--- config.mk ---
export PLATFORM = sky130hd
export DESIGN_NAME = mat_scalar_mul_seq
export DESIGN_NICKNAME = d
export VERILOG_FILES = /design/src/rtl/mat_scalar_mul_seq.sv
export SDC_FILE = /design/constraint.sdc
export NUM_CORES = 2
export LEC_CHECK = 0
export BUFFER_PORTS_ARGS = -buffer_cell sky130_fd_sc_hd__buf_2
export CAP_MARGIN = 30
export CORE_MARGIN = 1
export CORE_UTILIZATION = 59
export CTS_BUF_LIST = sky130_fd_sc_hd__clkbuf_8 sky130_fd_sc_hd__clkbuf_16
export CTS_CLUSTER_SIZE = 8
export DETAILED_ROUTE_END_ITERATION = 12
export PLACE_DENSITY = 0.82
export SYNTH_ARGS = -nofsm -noshare
export SYNTH_HDL_FRONTEND = slang
export SYNTH_SLANG_ARGS = --single-unit
--- constraint.sdc ---
create_clock -name clk -period 7.6 [get_ports clk]
set_input_delay 1.52 -clock clk [delete_from_list [all_inputs] [get_ports clk]]
set_output_delay 1.52 -clock clk [all_outputs]
set_load 0.02 [all_outputs]
--- src/rtl/mat_scalar_mul_seq.sv ---
// ---------------------------------------------------------------------------
// mat_scalar_mul_seq
//
// Sequential matrix-by-scalar multiplier. A start pulse latches a full
// ROWS x COLS matrix of signed ELEM_W-bit elements together with a signed
// scalar. The block then processes one row per clock using COLS parallel
// multiply lanes and writes each finished row into the mat_out register.
// Per-row overflow flags are kept alongside the result.
//
// Optional build macro:
//   SAT_EN  - when defined, an overflowing lane saturates to the largest
//             positive or most negative ELEM_W-bit value. When undefined, the
//             lane result is the low ELEM_W bits of the product (wrap).
//
// Ports:
//   clk       rising-edge clock
//   rst       synchronous reset, active-high; abandons any operation in flight
//   start     request a new operation; accepted only when not running
//   mat_in    source matrix; row 0 in the MSBs, element 0 of a row in that
//             row's MSBs
//   scalar    signed multiplier
//   busy      high while rows are being processed (ROWS cycles)
//   done      single-cycle completion pulse
//   mat_out   result matrix, same packing as mat_in
//   ovf       OR of ovf_rows
//   ovf_rows  bit r set when any element of row r overflowed
// ---------------------------------------------------------------------------
module mat_scalar_mul_seq #(
    parameter int ELEM_W = 8,
    parameter int ROWS   = 5,
    parameter int COLS   = 5
) (
    input  logic                        clk,
    input  logic                        rst,
    input  logic                        start,
    input  logic [ROWS*COLS*ELEM_W-1:0] mat_in,
    input  logic [ELEM_W-1:0]           scalar,
    output logic                        busy,
    output logic                        done,
    output logic [ROWS*COLS*ELEM_W-1:0] mat_out,
    output logic                        ovf,
    output logic [ROWS-1:0]             ovf_rows
);

    localparam int MAT_W  = ROWS * COLS * ELEM_W;
    localparam int ROW_W  = COLS * ELEM_W;
    localparam int PROD_W = 2 * ELEM_W;
    localparam int CNT_W  = (ROWS > 1) ? $clog2(ROWS) : 1;
    localparam logic [CNT_W-1:0] LAST_ROW = CNT_W'(ROWS - 1);

    typedef enum logic [1:0] {
        IDLE,
        RUN,
        DONE
    } state_t;

    state_t              state;
    logic [MAT_W-1:0]    mat_reg;
    logic [ELEM_W-1:0]   scalar_reg;
    logic [CNT_W-1:0]    row_cnt;

    logic [ROW_W-1:0]    cur_row;
    logic [ROW_W-1:0]    row_res;
    logic                row_ovf;
    logic [ELEM_W-1:0]   elem;
    logic [PROD_W-1:0]   elem_ext;
    logic [PROD_W-1:0]   scalar_ext;
    logic [PROD_W-1:0]   prod;
    logic [ELEM_W:0]     prod_top;
    logic                lane_ovf;
    logic [ELEM_W-1:0]   lane_res;

    // Pick the latched row addressed by the row counter. A compare per row
    // keeps every part-select constant.
    always_comb begin
        cur_row = '0;
        for (int r = 0; r < ROWS; r++) begin
            if (row_cnt == CNT_W'(r)) begin
                cur_row = mat_reg[(ROWS-1-r)*ROW_W +: ROW_W];
            end
        end
    end

    // COLS multiply lanes. Operands are sign-extended to the full product
    // width, so the low PROD_W bits of the plain product equal the signed
    // product. The product fits in ELEM_W signed bits exactly when its top
    // ELEM_W+1 bits are all equal.
    always_comb begin
        row_res    = '0;
        row_ovf    = 1'b0;
        elem       = '0;
        elem_ext   = '0;
        scalar_ext = {{ELEM_W{scalar_reg[ELEM_W-1]}}, scalar_reg};
        prod       = '0;
        prod_top   = '0;
        lane_ovf   = 1'b0;
        lane_res   = '0;
        for (int c = 0; c < COLS; c++) begin
            elem     = cur_row[(COLS-1-c)*ELEM_W +: ELEM_W];
            elem_ext = {{ELEM_W{elem[ELEM_W-1]}}, elem};
            prod     = elem_ext * scalar_ext;
            prod_top = prod[PROD_W-1:ELEM_W-1];
            lane_ovf = !(&prod_top) && (|prod_top);
`ifdef SAT_EN
            if (lane_ovf) begin
                lane_res = {prod[PROD_W-1], {(ELEM_W-1){~prod[PROD_W-1]}}};
            end else begin
                lane_res = prod[ELEM_W-1:0];
            end
`else
            lane_res = prod[ELEM_W-1:0];
`endif
            row_res[(COLS-1-c)*ELEM_W +: ELEM_W] = lane_res;
            row_ovf = row_ovf | lane_ovf;
        end
    end

    // Control FSM with registered busy/done. busy rises on the accepting
    // edge and falls on the edge that writes the last row, which is also
    // the edge that raises done. A start seen in DONE restarts immediately.
    always_ff @(posedge clk) begin
        if (rst) begin
            state      <= IDLE;
            busy       <= 1'b0;
            done       <= 1'b0;
            mat_out    <= '0;
            ovf_rows   <= '0;
            row_cnt    <= '0;
            mat_reg    <= '0;
            scalar_reg <= '0;
        end else begin
            case (state)
                IDLE, DONE: begin
                    done <= 1'b0;
                    if (start) begin
                        mat_reg    <= mat_in;
                        scalar_reg <= scalar;
                        mat_out    <= '0;
                        ovf_rows   <= '0;
                        row_cnt    <= '0;
                        busy       <= 1'b1;
                        state      <= RUN;
                    end else begin
                        busy  <= 1'b0;
                        state <= IDLE;
                    end
                end
                RUN: begin
                    for (int r = 0; r < ROWS; r++) begin
                        if (row_cnt == CNT_W'(r)) begin
                            mat_out[(ROWS-1-r)*ROW_W +: ROW_W] <= row_res;
                            ovf_rows[r] <= row_ovf;
                        end
                    end
                    if (row_cnt == LAST_ROW) begin
                        row_cnt <= '0;
                        busy    <= 1'b0;
                        done    <= 1'b1;
                        state   <= DONE;
                    end else begin
                        row_cnt <= row_cnt + CNT_W'(1);
                    end
                end
                default: begin
                    busy  <= 1'b0;
                    done  <= 1'b0;
                    state <= IDLE;
                end
            endcase
        end
    end

    assign ovf = |ovf_rows;

endmodule

### Yosys cells after proc, flatten, opt, wreduce, memory -nomap -nowiden

Index checks and enable logic that the tools add are counted.

| word-level totals | value |
|---|---|
| register bits | 420 |
| bits of input ports | 211 |
| word-level logic and storage cells | 100 |

| cells by class | value |
|---|---|
| add/subtract/negate cells | 1 |
| multiply operators | 5 |
| equality and inequality tests | 12 |
| mux-type cells | 28 |
| bitwise logic cells | 5 |
| reduce and logical (&&, ||, !) cells | 33 |

Operator list:

| kind | number |
|---|---|
| $mux W40 | 10 |
| $pmux W200 S2 | 1 |
| $mux W200 | 1 |
| $mul A8 B8 Y16 | 5 |
| $reduce_and A9 Y1 | 5 |
| $reduce_or A9 Y1 | 5 |
| $reduce_and A3 Y1 | 5 |
| $ne A2 B2 Y1 const B | 6 |
| $pmux W5 S2 | 1 |
| $mux W1 | 8 |
| $eq A3 B2 Y1 const B | 2 |
| $mux W3 | 2 |
| $pmux W3 S2 | 1 |
| $logic_and A1 B1 Y1 | 5 |
| $logic_not A1 Y1 | 5 |
| $mux W5 | 1 |
| $reduce_or A5 Y1 | 1 |
| $or A1 B1 Y1 | 4 |
| $pmux W2 S2 | 1 |
| $reduce_and A2 Y1 | 2 |
| $reduce_or A2 Y1 | 2 |
| $add A3 B1 Y3 const B | 1 |
| $eq A3 B1 Y1 const B | 1 |
| $eq A3 B3 Y1 const B | 1 |
| other kinds (8) | 8 |

### Longest topological paths before layout

| logic depth | value |
|---|---|
| word-level depth | 16 |
| depth in mapped cells | 30 |

### Worst setup path before layout

OpenSTA, ideal clock, no wires.

| timing | value |
|---|---|
| path kind | register -> register |
| from | reg row_cnt[0] |
| to | reg ovf_rows[1] |
| setup time | 0.069 ns |
| arrival time | 6.343 ns |
| data required time | 7.531 ns |
| path slack | 1.189 ns |
| stages on the path, launching flop included | 28 |
| clock period less this slack | 6.411 ns |
| cell sequence | dfxtp_1 -> ha_1 -> nor2b_1 -> clkbuf_1 -> clkbuf_1 -> a221oi_1 -> nor3_1 -> a21oi_1 -> o21ai_1 -> and2_1 -> inv_1 -> fa_1 -> inv_1 -> fa_1 -> inv_1 -> fa_1 -> fa_1 -> inv_1 -> ha_1 -> a21o_1 -> a22oi_1 -> nand2_1 -> o221a_2 -> and4_1 -> mux2_2 -> o2111a_1 -> a211o_1 -> o21ai_1 |

| on the way | value |
|---|---|
| longest elaborated chain between the ends | 16 |
| elaborated cells between the ends (all ways) | 43 |
| classes of those cells | mul (5); eq/ne (5); mux (7); bitwise (4); reduce/logical (22) |

RTL lines:

| element | RTL line | source |
|---|---|---|
| start: declaration | 60 | `logic [CNT_W-1:0] row_cnt;` |
| start signal: assignment | 161 | `row_cnt <= row_cnt + CNT_W'(1);` |
| $logic_not A3 Y1 | 78 | `if (row_cnt == CNT_W'(r)) begin` |
| $mux W40 (5 in series) | 78 |  |
| $mul A8 B8 Y16 | 101 | `prod = elem_ext * scalar_ext;` |
| $reduce_and A9 Y1 | 103 | `lane_ovf = !(&prod_top) && (\|prod_top);` |
| $logic_not A1 Y1 | 103 |  |
| $logic_and A1 B1 Y1 | 103 |  |
| $or A1 B1 Y1 (4 in series) | 114 | `row_ovf = row_ovf \| lane_ovf;` |
| $mux W1 | 150 | `if (row_cnt == CNT_W'(r)) begin` |
| $pmux W5 S2 | 132 | `case (state)` |
| end signal: indexed assignment | 152 | `ovf_rows[r] <= row_ovf;` |
| end: declaration | 42 | `output logic [ROWS-1:0] ovf_rows` |

Parallel ways exist; a longest one is shown, timed or not. The select of a mux whose other input is x is not followed.
A chain may end at the register's enable or synchronous reset.

### Worst setup path after layout

| timing | value |
|---|---|
| from | reg row_cnt[0] |
| to | reg ovf_rows[2] |

Same word-level chain as after synthesis.

==> results_dict.tcl <==
set metrics [dict create \
    drt_pass1_iterations 6 \
    path_max_fanout 40 \
    post-dp-hpwl_um 64790 \
    synth_warnings 0 \
    grt_pass1_vias 26310 \
    critPathMaxStageDelay_ns 0.54 \
    fmax_mhz 140.4 \
    drt-initial-drc-count 2887 \
    nNetsFinal 4577 \
    grt_setup_unrepaired "no" \
    vias 26650 \
    reg2reg_slack_ns 0.48 \
    io_pins 419 \
    totalWireLength_um 87310 \
    cts.hold.buffers_added 0 \
    syn-num-nets 4231 \
    final_cells 4563 \
    grt_pass1_wl_um 138900 \
    powerDensity_nw_per_um2 177.4 \
    synth.distinct_cells 75 \
    grt_antenna_before_repair 6 \
    min_period_ns 7.121 \
    crit_arrival_ns 7.63 \
    finalCritPeriodShare_pct 93.70 \
    ys_async_sr_fraction_pct 0 \
    worstPathRequired_ns 8.10 \
    worstMarginPinSlew_ns 1.037 \
    total_leakage_power_nw 14.31 \
    grt_use_total_pct 35.29 \
    cts_sinks 419 \
    synthFlopType "dfxtp_1" \
    outcome "completed" \
    grt-ovfl-total 0 \
    cap_violations 0 \
    finalSetupViolCount 0 \
    hold_class "reg2reg" \
    die_w_um 223.2 \
    syn_inst 3595 \
    row_count 80 \
    synth.area.top_cells "dfxtp_1 29%, fa_1 19%, nand2_1 10%" \
    start_kind "flop" \
    cts_max_level 2 \
    dp.cells 4491 \
    coreArea_um2 48050 \
    slowest_stage "fa_1" \
    synth_edf_count 0 \
    ys_ff_latch 419 \
    port_buffers 418 \
    cts_buffers 58 \
    cts.path.max_buffers 3 \
    cts_tree "built" \
    wl_per_cell_um 19.13 \
    slew_viol_final 0 \
    insertion_delay_ns 0.63 \
    grt_max_degree 214 \
    syn_area_um2 28870 \
    drc 0 \
    synth_top_area_cell "dfxtp_1" \
    die_h_um 223.2 \
    vias_per_cell 5.840 \
    area_growth_pct 15.30 \
    cts-root-buf "clkbuf_16" \
    fin_worst_skew_ns 0.04130 \
    synth_top_area_share_pct 29.06 \
    gp_congestion 0.9290 \
    final.setup.tns_ns 0 \
    path_clk_slew_ns 0.05 \
    endpoint_kind "flop" \
    ys_seq_area_share_pct 29.06 \
    syn_area_per_cell_um2 8.030 \
    drive_gt1_share_pct 15.57 \
    critPathKind "reg2reg" \
    vdd_drop_max_v 0.0002038 \
    final_antenna_net_count 0 \
    synth.most_common_cell "nand2_1" \
    die_area_um2 49820 \
    nFillCells 3790 \
    synth_commonest_cells "802 x nand2_1, 424 x a21oi_1, 419 x dfxtp_1" \
    hold_viol_final 0 \
    critPathMostFrequentCell "fa_1" \
    start_util_pct 60.08 \
    maxSlewHeadroom_pct 30.87 \
]
## per-layer routing
layer | wire length, um | global-route usage [%] | vias to the layer above
met1 | 33480 | 45.09 | 12730
met3 | 8141 | 6.532 | 283
met2 | 40240 | 56.16 | 1374
li1 | - | - | 12260
met5 | 30 | 0 | -
met4 | 5421 | 20.56 | 4
## final cells by class
type                       count  area, um^2  share of cell area, %
antenna                        4       10.01                0.03007
clock buffer                  60        1490                  4.477
clock inverter                 3       55.05                 0.1654
inverter                     375        1408                  4.229
multi-input combinational   2583       18330                  55.08
sequential                   419        8388                  25.20
tap                          615       769.5                  2.312
timing repair buffer         504        2833                  8.510
## cells in the final DEF, fill, tap and decap left out, types with 59 or more instances in the layout
| cell type | synthesis | layout |
|---|---|---|
| clkbuf_16 | 0 | 59 |
| nand2_1 | 802 | 802 |
| nor2b_1 | 126 | 122 |
| ha_1 | 150 | 149 |
| fa_1 | 275 | 275 |
| buf_4 | 0 | 76 |
| inv_1 | 375 | 375 |
| dfxtp_1 | 419 | 419 |
| a21oi_1 | 424 | 424 |
| buf_2 | 4 | 419 |
| nor2_1 | 179 | 177 |
| nand3_1 | 119 | 119 |
## metrics by stage
stage / setup slack [ns] / util [%] / total power, mW / hold slack, ns / area (um^2)
6_report: 0.4787 / 69.28 / 5.904 / 0.4478 / 33290
3_5_place_dp: 0.3369 / 65.89 / 3.628 / 0.4410 / 31660
2_1_floorplan: 1.189 / - / 3.205 / 0.4332 / 28870
5_1_grt: 0.01157 / 69.28 / 6.146 / 0.4617 / 33290
4_1_cts: 0.3361 / 69.10 / 5.880 / 0.4465 / 33200
3_3_place_gp: 0.5351 / 65.74 / 3.588 / 0.4358 / 31580
## logic make-up after synthesis
group / synth area share (%)
simple gates: 21.34
buf+inv: 7.732
xor+xnor: 2.336
flops: 29.06
mux: 0.07801
fa+ha+maj: 25.57
compound gates: 13.88
## critical path, delay by kind of cell, from the launching register on
kind | cells | cell delay (ns)
fa+ha+maj | 6 | 2.47
compound gates | 11 | 2.82
buf+inv | 6 | 0.75
flops | 1 | 0.40
simple gates | 5 | 0.56
## repair_timing
item,4_1_cts,5_1_grt
setup buffers,0,3
resized for setup,0,8
setup endpoints to repair,0,5
## power breakdown
part / switching (mW) / internal, mW
registers: 0.0520 / 2.28
clock network: 0.916 / 1.36
logic: 0.825 / 0.466
## path summary, 6_finish.rpt
kind | startpoint | end | cells past startpoint
max | row_cnt[0] | ovf_rows[2] | 28
min | mat_out[24] | mat_out[24] | 2
max reg2reg | row_cnt[0] | ovf_rows[2] | 28
min reg2reg | mat_out[24] | mat_out[24] | 2
Note: power is estimated with default switching activity, not from simulation.
